$ cat src/rtl/pc_pkg.sv
// Shared definitions for the next-PC unit: default widths, reset vector,
// FSM state encoding and the next-PC source select codes.
package pc_pkg;

    localparam int          PC_W         = 8;
    localparam int          RAS_DEPTH    = 4;
    localparam logic [7:0]  RESET_VECTOR = 8'h00;

    typedef enum logic [1:0] {
        S_RESET = 2'd0,
        S_RUN   = 2'd1,
        S_HALT  = 2'd2
    } state_e;

    typedef enum logic [2:0] {
        SEL_VECTOR = 3'd0,
        SEL_HOLD   = 3'd1,
        SEL_SEQ    = 3'd2,
        SEL_BRANCH = 3'd3,
        SEL_JUMP   = 3'd4,
        SEL_CALL   = 3'd5,
        SEL_RETURN = 3'd6
    } pc_sel_e;

    // Every source except HOLD loads the pc register.
    function automatic logic sel_writes_pc(input pc_sel_e sel);
        return sel != SEL_HOLD;
    endfunction

endpackage

$ cat src/rtl/pc_next_unit_if.sv
// Control/status bundle between the fetch datapath (master) and the
// next-PC unit (slave).
interface pc_next_if #(
    parameter int PC_W    = 8,
    parameter int DEPTH_W = 3
);
    logic [PC_W-1:0]    pc;
    logic               stall;
    logic               br_taken;
    logic [PC_W-1:0]    br_target;
    logic               jmp;
    logic [PC_W-1:0]    jmp_target;
    logic               call;
    logic [PC_W-1:0]    call_target;
    logic               ret;
    logic               halt;
    logic [PC_W-1:0]    next_pc;
    logic               pcwrite;
    logic [DEPTH_W-1:0] ras_depth;
    logic               ras_overflow;
    logic               ras_underflow;
    logic               halted;

    modport master (
        output pc, stall, br_taken, br_target, jmp, jmp_target,
               call, call_target, ret, halt,
        input  next_pc, pcwrite, ras_depth, ras_overflow, ras_underflow, halted
    );

    modport slave (
        input  pc, stall, br_taken, br_target, jmp, jmp_target,
               call, call_target, ret, halt,
        output next_pc, pcwrite, ras_depth, ras_overflow, ras_underflow, halted
    );
endinterface

$ cat src/rtl/pc_next_unit_ras_stack.sv
// Circular return-address stack. A push while full overwrites the oldest
// entry and keeps the depth saturated; a pop while empty is a no-op apart
// from the sticky underflow flag. Push and pop are never requested together.
module ras_stack #(
    parameter int PC_W      = 8,
    parameter int RAS_DEPTH = 4,
    localparam int PTR_W    = $clog2(RAS_DEPTH),
    localparam int CNT_W    = PTR_W + 1
) (
    input  logic             clk,
    input  logic             rst,
    input  logic             push_i,
    input  logic             pop_i,
    input  logic [PC_W-1:0]  push_data_i,
    output logic [PC_W-1:0]  top_o,
    output logic [CNT_W-1:0] depth_o,
    output logic             empty_o,
    output logic             overflow_o,
    output logic             underflow_o
);

    localparam logic [CNT_W-1:0] FULL_COUNT = CNT_W'(RAS_DEPTH);

    logic [PC_W-1:0]  mem_q [RAS_DEPTH];
    logic [PTR_W-1:0] wr_ptr_q, wr_ptr_d;
    logic [PTR_W-1:0] top_ptr;
    logic [CNT_W-1:0] depth_q, depth_d;
    logic             overflow_q, overflow_d;
    logic             underflow_q, underflow_d;
    logic             write_en;
    logic             full;

    assign full        = (depth_q == FULL_COUNT);
    assign empty_o     = (depth_q == '0);
    assign top_ptr     = wr_ptr_q - PTR_W'(1);
    assign top_o       = mem_q[top_ptr];
    assign depth_o     = depth_q;
    assign overflow_o  = overflow_q;
    assign underflow_o = underflow_q;

    // Next pointer, occupancy and sticky flags for this cycle's push or pop.
    always_comb begin
        wr_ptr_d    = wr_ptr_q;
        depth_d     = depth_q;
        overflow_d  = overflow_q;
        underflow_d = underflow_q;
        write_en    = 1'b0;
        if (pop_i) begin
            if (empty_o) begin
                underflow_d = 1'b1;
            end else begin
                wr_ptr_d = wr_ptr_q - PTR_W'(1);
                depth_d  = depth_q - CNT_W'(1);
            end
        end else if (push_i) begin
            write_en = 1'b1;
            wr_ptr_d = wr_ptr_q + PTR_W'(1);
            if (full) begin
                overflow_d = 1'b1;
            end else begin
                depth_d = depth_q + CNT_W'(1);
            end
        end
    end

    // Pointer, occupancy and flag registers; reset empties the stack.
    always_ff @(posedge clk) begin
        if (rst) begin
            wr_ptr_q    <= '0;
            depth_q     <= '0;
            overflow_q  <= 1'b0;
            underflow_q <= 1'b0;
        end else begin
            wr_ptr_q    <= wr_ptr_d;
            depth_q     <= depth_d;
            overflow_q  <= overflow_d;
            underflow_q <= underflow_d;
        end
    end

    // Entry storage; contents are only meaningful below the occupancy count.
    always_ff @(posedge clk) begin
        if (write_en && !rst) begin
            mem_q[wr_ptr_q] <= push_data_i;
        end
    end

endmodule

$ cat src/rtl/pc_next_unit.sv
// Next-PC generator feeding the pc register. Picks the next pc from
// sequential/branch/jump/call/return sources, owns the return-address stack
// and a RESET/RUN/HALT FSM that decides whether the pc may move at all.
module pc_next_unit #(
    parameter int              PC_W         = pc_pkg::PC_W,
    parameter int              RAS_DEPTH    = pc_pkg::RAS_DEPTH,
    parameter logic [PC_W-1:0] RESET_VECTOR = pc_pkg::RESET_VECTOR
) (
    input  logic         clk,
    input  logic         rst,
    pc_next_if.slave     pc_bus
);

    import pc_pkg::*;

    localparam int CNT_W = $clog2(RAS_DEPTH) + 1;

    state_e           state_q, state_d;
    pc_sel_e          sel;
    logic             ras_push;
    logic             ras_pop;
    logic             ras_empty;
    logic [PC_W-1:0]  ras_top;
    logic [PC_W-1:0]  pc_plus1;
    logic [CNT_W-1:0] ras_count;

    // Sequential successor wraps naturally at the pc width.
    assign pc_plus1 = pc_bus.pc + PC_W'(1);

    ras_stack #(
        .PC_W      (PC_W),
        .RAS_DEPTH (RAS_DEPTH)
    ) u_ras (
        .clk         (clk),
        .rst         (rst),
        .push_i      (ras_push),
        .pop_i       (ras_pop),
        .push_data_i (pc_plus1),
        .top_o       (ras_top),
        .depth_o     (ras_count),
        .empty_o     (ras_empty),
        .overflow_o  (pc_bus.ras_overflow),
        .underflow_o (pc_bus.ras_underflow)
    );

    // FSM next state and source selection; ret beats call beats jmp beats branch.
    always_comb begin
        state_d  = state_q;
        sel      = SEL_HOLD;
        ras_push = 1'b0;
        ras_pop  = 1'b0;
        unique case (state_q)
            S_RESET: begin
                sel     = SEL_VECTOR;
                state_d = S_RUN;
            end
            S_RUN: begin
                if (!pc_bus.stall) begin
                    if (pc_bus.ret) begin
                        ras_pop = 1'b1;
                        sel     = ras_empty ? SEL_SEQ : SEL_RETURN;
                    end else if (pc_bus.call) begin
                        ras_push = 1'b1;
                        sel      = SEL_CALL;
                    end else if (pc_bus.jmp) begin
                        sel = SEL_JUMP;
                    end else if (pc_bus.br_taken) begin
                        sel = SEL_BRANCH;
                    end else begin
                        sel = SEL_SEQ;
                    end
                    if (pc_bus.halt) begin
                        state_d = S_HALT;
                    end
                end
            end
            S_HALT: begin
                sel = SEL_HOLD;
            end
            default: begin
                sel     = SEL_VECTOR;
                state_d = S_RESET;
            end
        endcase
    end

    // Next-pc mux driven by the selected source.
    always_comb begin
        pc_bus.next_pc = pc_bus.pc;
        unique case (sel)
            SEL_VECTOR: pc_bus.next_pc = RESET_VECTOR;
            SEL_HOLD:   pc_bus.next_pc = pc_bus.pc;
            SEL_SEQ:    pc_bus.next_pc = pc_plus1;
            SEL_BRANCH: pc_bus.next_pc = pc_bus.br_target;
            SEL_JUMP:   pc_bus.next_pc = pc_bus.jmp_target;
            SEL_CALL:   pc_bus.next_pc = pc_bus.call_target;
            SEL_RETURN: pc_bus.next_pc = ras_top;
            default:    pc_bus.next_pc = pc_bus.pc;
        endcase
        pc_bus.pcwrite = sel_writes_pc(sel);
    end

    // FSM state register; reset always restarts from the reset vector.
    always_ff @(posedge clk) begin
        if (rst) begin
            state_q <= S_RESET;
        end else begin
            state_q <= state_d;
        end
    end

    assign pc_bus.halted    = (state_q == S_HALT);
    assign pc_bus.ras_depth = ras_count;

endmodule

$ cat src/flat_wrapper.sv
// flat-port wrapper written by rule: the top's interface ports become plain ports
module pc_next_unit_flat import pc_pkg::*;
#(
    parameter int              PC_W         = pc_pkg::PC_W,
    parameter int              RAS_DEPTH    = pc_pkg::RAS_DEPTH,
    parameter logic [PC_W-1:0] RESET_VECTOR = pc_pkg::RESET_VECTOR
)
  (clk, rst, pc_bus_pc, pc_bus_stall, pc_bus_br_taken, pc_bus_br_target, pc_bus_jmp, pc_bus_jmp_target, pc_bus_call, pc_bus_call_target, pc_bus_ret, pc_bus_halt, pc_bus_next_pc, pc_bus_pcwrite, pc_bus_ras_depth, pc_bus_ras_overflow, pc_bus_ras_underflow, pc_bus_halted);
  pc_next_if #(.PC_W(PC_W), .DEPTH_W(3)) pc_bus_i ();
  input  logic clk;
  input  logic rst;
  input wire logic [$bits(pc_bus_i.pc)-1:0] pc_bus_pc;
  input wire logic [$bits(pc_bus_i.stall)-1:0] pc_bus_stall;
  input wire logic [$bits(pc_bus_i.br_taken)-1:0] pc_bus_br_taken;
  input wire logic [$bits(pc_bus_i.br_target)-1:0] pc_bus_br_target;
  input wire logic [$bits(pc_bus_i.jmp)-1:0] pc_bus_jmp;
  input wire logic [$bits(pc_bus_i.jmp_target)-1:0] pc_bus_jmp_target;
  input wire logic [$bits(pc_bus_i.call)-1:0] pc_bus_call;
  input wire logic [$bits(pc_bus_i.call_target)-1:0] pc_bus_call_target;
  input wire logic [$bits(pc_bus_i.ret)-1:0] pc_bus_ret;
  input wire logic [$bits(pc_bus_i.halt)-1:0] pc_bus_halt;
  output wire logic [$bits(pc_bus_i.next_pc)-1:0] pc_bus_next_pc;
  output wire logic [$bits(pc_bus_i.pcwrite)-1:0] pc_bus_pcwrite;
  output wire logic [$bits(pc_bus_i.ras_depth)-1:0] pc_bus_ras_depth;
  output wire logic [$bits(pc_bus_i.ras_overflow)-1:0] pc_bus_ras_overflow;
  output wire logic [$bits(pc_bus_i.ras_underflow)-1:0] pc_bus_ras_underflow;
  output wire logic [$bits(pc_bus_i.halted)-1:0] pc_bus_halted;
  assign pc_bus_i.pc = pc_bus_pc;
  assign pc_bus_i.stall = pc_bus_stall;
  assign pc_bus_i.br_taken = pc_bus_br_taken;
  assign pc_bus_i.br_target = pc_bus_br_target;
  assign pc_bus_i.jmp = pc_bus_jmp;
  assign pc_bus_i.jmp_target = pc_bus_jmp_target;
  assign pc_bus_i.call = pc_bus_call;
  assign pc_bus_i.call_target = pc_bus_call_target;
  assign pc_bus_i.ret = pc_bus_ret;
  assign pc_bus_i.halt = pc_bus_halt;
  assign pc_bus_next_pc = pc_bus_i.next_pc;
  assign pc_bus_pcwrite = pc_bus_i.pcwrite;
  assign pc_bus_ras_depth = pc_bus_i.ras_depth;
  assign pc_bus_ras_overflow = pc_bus_i.ras_overflow;
  assign pc_bus_ras_underflow = pc_bus_i.ras_underflow;
  assign pc_bus_halted = pc_bus_i.halted;
  pc_next_unit #(.PC_W(PC_W), .RAS_DEPTH(RAS_DEPTH), .RESET_VECTOR(RESET_VECTOR)) u_core (.clk(clk), .rst(rst), .pc_bus(pc_bus_i));
endmodule
$ cat config.mk
export PLATFORM = sky130hd
export DESIGN_NAME = pc_next_unit_flat
export DESIGN_NICKNAME = d
export VERILOG_FILES = /design/src/rtl/pc_pkg.sv /design/src/rtl/pc_next_unit_if.sv /design/src/rtl/pc_next_unit_ras_stack.sv /design/src/rtl/pc_next_unit.sv /design/src/flat_wrapper.sv
export SDC_FILE = /design/constraint.sdc
export NUM_CORES = 1
export LEC_CHECK = 0
export ABC_AREA = 0
export CORE_ASPECT_RATIO = 1.4
export CORE_MARGIN = 3
export CORE_UTILIZATION = 54
export DETAILED_ROUTE_END_ITERATION = 10
export PLACE_DENSITY = 0.95
export SYNTH_ARGS = -nofsm -noshare
export SYNTH_HDL_FRONTEND = slang
export SYNTH_SLANG_ARGS = --single-unit
$ cat constraint.sdc
create_clock -name clk -period 5.3 [get_ports clk]
set_input_delay 1.06 -clock clk [delete_from_list [all_inputs] [get_ports clk]]
set_output_delay 1.06 -clock clk [all_outputs]
set_load 0.05 [all_outputs]
### Word-level counts from Yosys, hierarchy flattened

Memories as Yosys holds them, arrays and structs flattened.
Cells that the tools add are included.

| storage, ports and cells | value |
|---|---|
| bits in registers | 9 |
| bits in latches | 0 |
| RAM bits | 32 |
| memory bits (read-only) | 0 |
| logic and storage cells | 66 |
| memories kept | 1 |

| operators by class | value |
|---|---|
| add/subtract/negate cells | 5 |
| $mul | 0 |
| divide/modulo/power cells | 0 |
| magnitude comparators | 0 |
| equality and inequality tests | 13 |
| shifts and indexed selects | 0 |
| muxes and demuxes | 29 |
| bitwise logic cells | 2 |
| reduce and logical (&&, ||, !) cells | 11 |

Memories:

| memory | words | width | read ports | clocked after Yosys merged registers in | write ports | RTL line | source |
|---|---|---|---|---|---|---|---|
| u_core.u_ras.mem_q | 4 | 8 | 1 | 0 | 1 | pc_next_unit_ras_stack.sv:24 | `logic [PC_W-1:0] mem_q [RAS_DEPTH];` |

Operator list:

| kind | number |
|---|---|
| $pmux W8 S6 | 1 |
| $mux W3 | 9 |
| $eq A3 B3 Y1 const B | 4 |
| $mux W1 | 12 |
| $mux W2 | 5 |
| $reduce_and A3 Y1 | 3 |
| $add A8 B1 Y8 const B | 1 |
| $eq A3 B2 Y1 const B | 2 |
| $logic_not A3 Y1 | 2 |
| $ne A2 B2 Y1 const B | 3 |
| $pmux W2 S3 | 1 |
| $pmux W3 S2 | 1 |
| $reduce_and A2 Y1 | 2 |
| $add A3 B1 Y3 const B | 1 |
| $ne A3 B1 Y1 const B | 1 |
| $sub A3 B1 Y3 const B | 1 |
| $add A2 B1 Y2 const B | 1 |
| $eq A2 B1 Y1 const B | 1 |
| $eq A2 B2 Y1 const B | 1 |
| $logic_not A2 Y1 | 1 |
| $ne A2 B1 Y1 const B | 1 |
| $not A1 Y1 | 2 |
| $reduce_bool A2 Y1 | 1 |
| $sub A2 B1 Y2 const B | 1 |
| 2 further kinds | 2 |

### Logic depth before layout (Yosys ltp)

| logic depth | value |
|---|---|
| depth in word-level cells | 9 |
| mapped depth | 8 |

### Cells and area by module

Synthesis repeated with hierarchy kept, for this count alone.

| second synthesis, totals | value |
|---|---|
| cell total of the unflattened synthesis | 219 |
| area, all modules | 2498.6 um^2 |

By module, submodules not included:

| module | times used | cells an instance | area an instance (um^2) | seq. area each (um^2) |
|---|---|---|---|---|
| ras_stack | 1 | 94 | 1609.0 | 1101.1 |
| pc_next_unit | 1 | 125 | 889.6 | 40.0 |

### Worst setup path after synthesis

OpenSTA, ideal clock, no wires.

| path | value |
|---|---|
| kind | flip-flop to output port |
| start | register u_core.state_q[0] |
| end | output pc_bus_next_pc[5] |
| arrival time | 2.795 ns |
| required time | 4.240 ns |
| setup slack | 1.445 ns |
| stages on the path, launching flop included | 8 |
| path buffers | 0 |
| cells stage by stage | dfxtp_1 -> inv_1 -> ha_1 -> mux2_2 -> nand2_1 -> o21ai_1 -> a31oi_1 -> o22ai_1 |

| on the way | value |
|---|---|
| longest elaborated chain between the ends | 4 |
| elaborated cells between the ends (all ways) | 10 |
| classes of those cells | eq/ne: 7; mux: 2; reduce/logical: 1 |

RTL lines:

| what | RTL line | source |
|---|---|---|
| start, declared | pc_next_unit.sv:18 | `state_e state_q, state_d;` |
| start signal, assigned | pc_next_unit.sv:108 | `state_q <= state_d;` |
| $eq A2 B2 Y1 (*) | - |  |
| net pc_bus_halted | flat_wrapper.sv:27 | `output wire logic [$bits(pc_bus_i.halted)-1:0] pc_bus_halted;` |
| $pmux W3 S2 (*) | pc_next_unit.sv:52 | `unique case (state_q)` |
| $eq A3 B3 Y1 (tied with other cells) | pc_next_unit.sv:90 | `unique case (sel)` |
| $pmux W8 S6 (*) | pc_next_unit.sv:90 |  |
| end, declared | flat_wrapper.sv:22 | `output wire logic [$bits(pc_bus_i.next_pc)-1:0] pc_bus_next_pc;` |

Mark *: on every way through the listed nets, which the timed path passes. The rest lies on a longest branch.

### Worst setup path after layout

| path | value |
|---|---|
| start | input pc_bus_ret |
| end | output pc_bus_next_pc[5] |

| on the way | value |
|---|---|
| longest elaborated chain between the ends | 5 |
| elaborated cells between the ends (all ways) | 10 |
| classes of those cells | eq/ne: 5; mux: 4; reduce/logical: 1 |

RTL lines:

| what | RTL line | source |
|---|---|---|
| start, declared | flat_wrapper.sv:20 | `input wire logic [$bits(pc_bus_i.ret)-1:0] pc_bus_ret;` |
| $mux W3 (*) | pc_next_unit.sv:59 | `if (pc_bus.ret) begin` |
| $mux W3 (*) | pc_next_unit.sv:58 | `if (!pc_bus.stall) begin` |
| $pmux W3 S2 (*) | pc_next_unit.sv:52 |  |
| $eq A3 B3 Y1 (tied with other cells) | pc_next_unit.sv:90 |  |
| $pmux W8 S6 (*) | pc_next_unit.sv:90 |  |

Mark *: on every way between the ends. The rest lies on a longest branch, timed or not.

==> summary.txt <==
Final Max Slew Viols -> 0
Postcts setup bufs -> 0
Largest net degree at the start of global routing -> 15
Nets -> 315
Post-synth EDFFs -> 32
Tightest Pin Transition -> 645.6 ps
Ant. Diodes -> 0
Final hold viol count -> 0
First-pass GRT wire length -> 10.09 mm
# setup viols final -> 0
RSZ-0062 raised after global routing -> false
Fmax achieved -> 0.2066 GHz
Resize count post-CTS -> 0
CTS sink count -> 41
Initial antenna violation count -> 0
Global Route Usage Sum -> 24.94%
Share of layout cells above drive strength 1 -> 9.398%
Wire per inst -> 19.01 µm
Fin crit period -> 4841 ps
Ys Warns -> 0
Hold slack final -> 492.4 ps
Cts hold-fix bufs -> 0
CORE AREA -> 4239 µm²
Num rows -> 28
CTS HTree Levels -> 2
Startpoint types -> input port
DRC viols -> 0
Routed WL -> 6.197 mm
Setup crit end kind -> output port
Cell variety after synth -> 44
Via density per instance -> 6.037
Post-route clock period utilization -> 91.34%
Area grow syn2layout -> 30.18%
I/O pins -> 55
CTS Buf Count -> 5
CP Max Fanout -> 11
Port Buffers -> 54
Grt ovf -> 0
Drt first pass iters -> 4
Die width -> 62.30 µm
Starting Density -> 56.52%
Die H -> 84.82 µm
Mapped Nets -> 259
CTS tree -> yes
MaxCap Viol Count -> 0
Vias in the first global route -> 2032
Register area share after synthesis -> 47.62%
Die area -> 5284 µm²
Peak VDD IR -> 0.2479 mV
LEAKAGE -> 1.048 nW
Pre-CTS setup slack -> 548.8 ps
Util after Layout -> 73.58%
Root Buffer -> clkbuf_8
Dpl hpwl -> 4.719 mm
Worst-skew pair later-pin latency -> 290 ps
Pwr dens -> 346.2 nW/µm²
Vias -> 1968
Mapped Area -> 2396 µm²
First DRT Iteration DRCs -> 159
Clock-pin slew on the worst setup and hold paths -> 80 ps
CTS Buffer Depth -> 2
Ys async rst share -> 0%
Post-Route Skew -> 4.480 ps
Setup TNS Final -> 0 ps
Final ANT Viol Nets -> 0
Hold crit path type -> reg -> reg
Avg Synthesized Cell Area -> 11.46 µm²
WP data required -> 4240 ps
Gate Count Post-Synth -> 209
Crit path kind -> in -> out
Status -> complete, no violations
Seq cells post-synth -> 41
Dominant synthesized flop cell -> edfxtp_1
WP data arrival -> 3780 ps
GPL Wtd Cong -> 0.9614
Slew margin rel. -> 56.67%
Fin worst setup slack -> 458.9 ps
Filler Cell Count -> 294
[synth_stat cells, drive strengths merged (6+ instances only)]
master / number / area [µm²]
a21oi: 7 / 35.03
and2: 6 / 37.54
dfxtp: 9 / 180.2
edfxtp: 32 / 960.9
ha: 9 / 112.6
inv: 9 / 33.78
mux4: 8 / 180.2
nand2: 17 / 63.81
nand3: 7 / 35.03
nor2: 22 / 85.09
nor3: 7 / 46.30
xor2: 6 / 52.55
[state kept, by name (all words and copies together) (netlist names)]
| signal | count |
|---|---|
| u_core.u_ras.depth_o | 3 |
| u_core.u_ras.underflow_o | 1 |
| u_core.u_ras.wr_ptr_q | 2 |
| u_core.u_ras.mem_q | 32 |
| u_core.state_q | 2 |
| u_core.u_ras.overflow_o | 1 |
[where the power goes]
part	switching (W)	total (W)	internal, W
logic	0.000246	0.000408	0.000161
clock network	0.000110	0.000300	0.000190
registers	0.0000114	0.000372	0.000361
[worst paths after layout]
kind	cells after the start	slack [ps]	to	from
min reg2reg	2	490	u_core.u_ras.overflow_o$_SDFFE_PP0P_	u_core.u_ras.overflow_o$_SDFFE_PP0P_
max	8	460	pc_bus_next_pc[5]	pc_bus_ret
min	2	490	u_core.u_ras.overflow_o$_SDFFE_PP0P_	u_core.u_ras.overflow_o$_SDFFE_PP0P_
max reg2reg	5	3180	u_core.u_ras.mem_q[2][5]$_DFFE_PP_	u_core.state_q[1]$_SDFFE_PP0P_
[final cells by class]
type | instances | area (µm²) | share of cell area [%]
inverter | 9 | 33.78 | 1.083
timing repair buffer | 56 | 555.5 | 17.81
multi-input combinational | 152 | 1176 | 37.71
clock inverter | 3 | 68.82 | 2.206
tap | 60 | 75.07 | 2.407
clock buffer | 5 | 68.82 | 2.206
sequential | 41 | 1141 | 36.58
[cell usage in the layout, fill, tap and decap left out, types with 3 or more instances in the layout]
master,synthesis,layout
a211oi_1,5,5
a21oi_1,7,7
a22o_1,4,4
a22oi_1,3,3
a32oi_1,4,4
and2_1,6,6
clkbuf_8,0,5
clkdlybuf4s50_1,0,54
dfxtp_1,9,9
edfxtp_1,32,32
ha_1,9,9
inv_1,9,9
mux2i_1,5,5
mux4_2,8,8
nand2_1,17,17
nand2b_1,5,5
nand3_1,7,7
nor2_1,21,21
nor2b_1,5,5
nor3_1,6,6
o211ai_1,5,5
o21ai_0,3,3
xnor2_1,4,4
xor2_1,6,6
[layer usage]
metal,up-vias,part of all wire (%),track usage [%],routed length [µm]
met3,20,6.4,4.768,395
met2,110,55,45.88,3390
li1,907,-,-,-
met5,-,0,0,0
met1,931,35,27.67,2186
met4,0,3.6,11.65,225
[stage by stage]
stage | instances | total power (W) | instance area, µm²
4_1_cts | 326 | 0.001083 | 3119
3_3_place_gp | 318 | 0.0007741 | 2982
3_5_place_dp | 318 | 0.0007822 | 2982
6_report | 326 | 0.001080 | 3119
5_1_grt | 326 | 0.001128 | 3119
2_1_floorplan | 209 | 0.0006582 | 2396
[cell families (layout without fill, tap and decap cells)]
kind of cell | after synthesis | count (layout) | synth area share, %
AND/OR/NAND/NOR | 76 | 76 | 16.66
AO/OA/AOI/OAI | 41 | 41 | 12.69
flip-flops | 41 | 41 | 47.62
buffers and inverters | 16 | 73 | 3.290
multiplexers | 15 | 15 | 10.55
adder cells (fa/ha/maj) | 10 | 10 | 5.535
XOR/XNOR | 10 | 10 | 3.655
[critical path: stages]
cell             delay (ps)
clkdlybuf4s50_1         550
buf_4                   250
nor3_1                  270
or2_1                   320
nand3_1                 120
and3_1                  150
o22ai_1                 200
clkdlybuf4s50_1         860
Note: power is estimated with default switching activity, not from simulation.
